## src/rtl/muldiv_seq.sv

```systemverilog
// Iterative MULT/MULTU/DIV/DIVU sequencer with HI/LO ownership for the MIPS E stage.
// One radix-2 iteration per cycle; stalls the pipeline until HI/LO are committed.
module muldiv_seq #(
    parameter int WIDTH = 32
) (
    input  logic             clk,
    input  logic             rst,
    input  logic             start,
    input  logic [1:0]       op,
    input  logic [WIDTH-1:0] a,
    input  logic [WIDTH-1:0] b,
    input  logic             cancel,
    input  logic             mthi,
    input  logic             mtlo,
    input  logic [WIDTH-1:0] wdata,
    output logic             stall,
    output logic             done,
    output logic [WIDTH-1:0] hi,
    output logic [WIDTH-1:0] lo
);
    localparam int CW = $clog2(WIDTH);

    typedef enum logic {IDLE, RUN} state_t;

    state_t             state, stateNext;
    logic [CW-1:0]      cnt;
    logic               isDiv, sa, sb, divZero;
    logic [WIDTH-1:0]   opnd, aOrig;
    logic [2*WIDTH-1:0] acc, accNext, prod;
    logic [WIDTH-1:0]   absA, absB, quot, rem;
    logic [WIDTH:0]     mulSum, divTmp, divDiff;
    logic               divOk;
    logic               accept, lastIter, commit;

    assign accept   = (state == IDLE) && start && !cancel;
    assign lastIter = (state == RUN) && (cnt == CW'(WIDTH - 1));
    assign commit   = lastIter && !cancel;
    assign stall    = accept || ((state == RUN) && !cancel);

    assign absA = (op[0] && a[WIDTH-1]) ? -a : a;
    assign absB = (op[0] && b[WIDTH-1]) ? -b : b;

    always_ff @(posedge clk) begin
        if (rst) state <= IDLE;
        else     state <= stateNext;
    end

    always_comb begin
        stateNext = state;
        case (state)
            IDLE:    if (accept) stateNext = RUN;
            RUN:     if (cancel || lastIter) stateNext = IDLE;
            default: stateNext = IDLE;
        endcase
    end

    // Multiply: acc = {partial product, remaining multiplier bits}, shifted right each step.
    // Divide:   acc = {partial remainder, dividend bits / quotient bits}, shifted left each step.
    always_comb begin
        mulSum  = {1'b0, acc[2*WIDTH-1:WIDTH]} + (acc[0] ? {1'b0, opnd} : '0);
        divTmp  = {acc[2*WIDTH-1:WIDTH], acc[WIDTH-1]};
        divDiff = divTmp - {1'b0, opnd};
        divOk   = !divDiff[WIDTH];
        if (isDiv)
            accNext = {divOk ? divDiff[WIDTH-1:0] : divTmp[WIDTH-1:0], acc[WIDTH-2:0], divOk};
        else
            accNext = {mulSum, acc[WIDTH-1:1]};
        prod = (sa ^ sb) ? -accNext : accNext;
        quot = (sa ^ sb) ? -accNext[WIDTH-1:0] : accNext[WIDTH-1:0];
        rem  = sa ? -accNext[2*WIDTH-1:WIDTH] : accNext[2*WIDTH-1:WIDTH];
    end

    always_ff @(posedge clk) begin
        if (rst) begin
            cnt     <= '0;
            acc     <= '0;
            opnd    <= '0;
            aOrig   <= '0;
            isDiv   <= 1'b0;
            sa      <= 1'b0;
            sb      <= 1'b0;
            divZero <= 1'b0;
            hi      <= '0;
            lo      <= '0;
            done    <= 1'b0;
        end else begin
            done <= commit;
            if (state == IDLE) begin
                if (mthi) hi <= wdata;
                if (mtlo) lo <= wdata;
                if (accept) begin
                    isDiv   <= op[1];
                    sa      <= a[WIDTH-1] & op[0];
                    sb      <= b[WIDTH-1] & op[0];
                    aOrig   <= a;
                    divZero <= (b == '0);
                    cnt     <= '0;
                    // Upper half starts cleared; lower half holds the bits consumed per step.
                    acc     <= {{WIDTH{1'b0}}, op[1] ? absA : absB};
                    opnd    <= op[1] ? absB : absA;
                end
            end else if (!cancel) begin
                cnt <= cnt + CW'(1);
                acc <= accNext;
                if (lastIter) begin
                    if (!isDiv) begin
                        {hi, lo} <= prod;
                    end else if (divZero) begin
                        hi <= aOrig;
                        lo <= '1;
                    end else begin
                        hi <= rem;
                        lo <= quot;
                    end
                end
            end
        end
    end
endmodule

```

## config.mk

```make
export PLATFORM = sky130hd
export DESIGN_NAME = muldiv_seq
export DESIGN_NICKNAME = d
export VERILOG_FILES = /design/src/rtl/muldiv_seq.sv
export SDC_FILE = /design/constraint.sdc
export NUM_CORES = 1
export LEC_CHECK = 0
export CAP_MARGIN = 20
export CORE_MARGIN = 5
export CORE_UTILIZATION = 30
export CTS_BUF_LIST = sky130_fd_sc_hd__clkbuf_16
export DETAILED_ROUTE_END_ITERATION = 8
export PLACE_DENSITY = 0.54
export SLEW_MARGIN = 10
export SYNTH_ARGS = -nofsm -noshare
export SYNTH_HDL_FRONTEND = slang
export SYNTH_SLANG_ARGS = --single-unit
export TNS_END_PERCENT = 5
```

## constraint.sdc

```tcl
create_clock -name clk -period 4.75 [get_ports clk]
set_input_delay 0.475 -clock clk [delete_from_list [all_inputs] [get_ports clk]]
set_output_delay 0.475 -clock clk [all_outputs]
set_load 0.005 [all_outputs]
```

==> impl_metrics.env <==
export IMPL_status="complete, no violations"
export IMPL_hold_class="input pin to register"
export IMPL_dieArea_sq_mm=0.0647
export IMPL_setup_violations=0
export IMPL_cts_root_buf="clkbuf_16"
export IMPL_min_path_cells=2
export IMPL_r2r_slack_ps=50
export IMPL_overflow=0
export IMPL_synth_main_ff_cell="dfxtp_1"
export IMPL_clkTransAtPathRegs_ps=60
export IMPL_synth_async_reset_ratio_pct=0
export IMPL_vias_per_cell=5.77
export IMPL_setup_tns_final_ps=0
export IMPL_start_util_pct=30.3
export IMPL_route_met2_wl_mm=38.7
export IMPL_synth_nets=2720
export IMPL_wl_per_cell_microns=24.1
export IMPL_clk_latency_ps=560
export IMPL_wl_met1_mm=37.6
export IMPL_synth_edff_count=0
export IMPL_place_area_sq_mm=0.0220
export IMPL_cts_made_buffers=26
export IMPL_rows=89
export IMPL_syn_area_sq_mm=0.0179
export IMPL_ys_types=93
export IMPL_cts_tree="yes"
export IMPL_hold_viol=0
export IMPL_fin_nets=3023
export IMPL_yosys_warnings=0
export IMPL_place_congestion=0.985
export IMPL_criticalPathCategory="register to register"
export IMPL_final_cell_mix="nand2_1 (324), nor2_1 (300), buf_4 (281)"
export IMPL_final_common_cell="nand2_1"
export IMPL_fin_crit_ps=4700
export IMPL_routed_wl_mm=87.9
export IMPL_powerDensity_mw_per_mm2=264
export IMPL_crit_path_end_kind="register"
export IMPL_grt_setup_unrepaired="true"
export IMPL_drtPass1Iterations=8
export IMPL_cts_buffer_depth=3
export IMPL_cp_max_fo=3
export IMPL_tightestPinTransition_ps=1040
export IMPL_clock_sinks=203
export IMPL_maxCapViolCount=0
export IMPL_syn_area_per_cell_sq_um=7.05
export IMPL_ios=170
export IMPL_drt_iter0_drc=1986
export IMPL_top_layer_used="met5"
export IMPL_cp_cell_sequence="buf_4 > and2_1 > ha_2 > fa_2 > a21o_1 > a221o_1 > o31a_1 > a21o_1 > xnor2_2 > nor2_2 > a311oi_4 > nand2_2 > or4b_4 > nor4_4 > nand3_2 > mux2_4 > a221o_1"
export IMPL_slew_violations=0
export IMPL_grt_pass1_wl_mm=128
export IMPL_max_freq_ghz=0.213
export IMPL_crit_path_top_delay_cell="or4b_4"
export IMPL_grt_total_usage_pct=25.7
export IMPL_whs_ps=411
export IMPL_critPathLaunchType="register"
export IMPL_die_h_microns=254
export IMPL_cts_htree_levels=1
export IMPL_worstPathArrival_ps=5140
export IMPL_grt_max_degree=108
export IMPL_ys_seq_area_share_pct=22.7
export IMPL_drc_errors=0
export IMPL_synth_seq_cells=203
export IMPL_area_growth_pct=29.8
export IMPL_core_area_sq_mm=0.0591
export IMPL_required_ps=5190
export IMPL_max_vdd_ir_drop_mv=0.246
export IMPL_skew_ps=13.7
export IMPL_ant_nets=0
export IMPL_grt_pass1_vias=20100
export IMPL_period_share_pct=98.9
export IMPL_die_x_microns=254
export IMPL_num_vias=21000
export IMPL_fin_area_sq_mm=0.0233
export IMPL_routed_wl_met3_mm=7.49
export IMPL_antenna_found_initial=9
export IMPL_reg2reg_depth=17
export IMPL_netlist_instances=2544
export IMPL_io_buffers=169
export IMPL_slowest_delay_ps=520
export IMPL_relSlewSlack_pct=30.5
export IMPL_leakage_nw=9.11
export IMPL_hpwl_mm=69.4
export IMPL_drive_gt1_share_pct=14.9
## area by class of cell
cell class                      instances  area, sq um
Antenna cell                            1         2.50
Multi-Input combinational cell       2094        13200
Fill cell                            6161        35900
Inverter                               69          259
Sequential cell                       203         4070
Clock buffer                           28          701
Clock inverter                         19          185
Timing Repair Buffer                  453         3840
Tap cell                              773          967
## critical path: cells and delay by family, from the launching register on
family,cells,cell delay (ps)
and+or+nand+nor,6,1330
buffers and inverters,1,130
muxes,1,320
AOI/OAI and AO/OA,6,1720
adders and majority gates,2,550
xor gates and xnor gates,1,210
DFF,1,310
## where the power goes
part / internal, mW / switching, mW / total (mW)
combinational: 0.850 / 1.27 / 2.12
clock: 1.27 / 0.861 / 2.13
sequential: 1.80 / 0.0846 / 1.88
## per-layer routing
metal / track usage, % / vias to the layer above
met5: 0 / -
met4: 10.0 / 10
met3: 6.09 / 196
met2: 40.0 / 924
met1: 34.5 / 10000
li1: - / 9846
## cells in the mapped netlist, types with 29 or more instances
master / instances / share of area, %
xnor2_1: 106 / 5.2
inv_1: 68 / 1.4
xor2_1: 72 / 3.5
a21oi_1: 280 / 7.8
o221ai_1: 46 / 2.2
buf_2: 31 / 0.87
ha_1: 70 / 4.9
a31oi_1: 35 / 1.2
mux2i_1: 58 / 3.2
a211oi_1: 46 / 1.9
nand3_1: 42 / 1.2
and2_1: 46 / 1.6
nor2_1: 303 / 6.3
o21ai_0: 110 / 3.1
o211ai_1: 48 / 2.0
nor3_1: 79 / 2.2
a21o_1: 29 / 1.2
clkbuf_1: 135 / 2.8
nand2_1: 327 / 6.8
dfxtp_1: 203 / 23
and3_1: 46 / 1.6
## path summary, 6_finish.rpt
| path | start | endpoint |
|---|---|---|
| max | opnd[0] | hi[30] |
| min reg2reg | lo[12] | lo[12] |
| max reg2reg | opnd[0] | hi[30] |
| min | rst | lo[0] |
## timing repair
item | in CTS | in global routing
buffers inserted | 0 | 3
endpoints found under the setup margin | 7 | 24
endpoints found under the hold margin | 0 | 0
gates resized for setup | 11 | 55
pin swaps | 0 | 17
hold buffers | 0 | 0
## stage by stage
step | utilization [%] | total power, mW | std cells | setup slack [ps]
CTS | 38.8 | 6.06 | 3636 | 3.51
finish | 39.3 | 6.13 | 3640 | 51.5
floorplan | - | 2.95 | 2544 | -5.42
global placement | 37.3 | 3.93 | 3589 | -16.8
global route | 39.3 | 6.35 | 3639 | -89.6
detailed placement | 37.3 | 3.94 | 3589 | -112
## state kept, by name, summed over array words and instances, names as in the netlist, 5 cells and up
signal  count
acc        64
aOrig      32
hi         32
lo         32
opnd       32
cnt         5
## kinds of logic after synthesis
kind of cell               count (synthesis)  share of synthesized area [%]
xor gates and xnor gates                 179                           8.79
DFF                                      203                           22.7
muxes                                     64                           3.62
and+or+nand+nor                          977                           25.0
adders and majority gates                 72                           5.11
buffers and inverters                    247                           5.49
AOI/OAI and AO/OA                        802                           29.4
(Power assumes the default switching activity.)
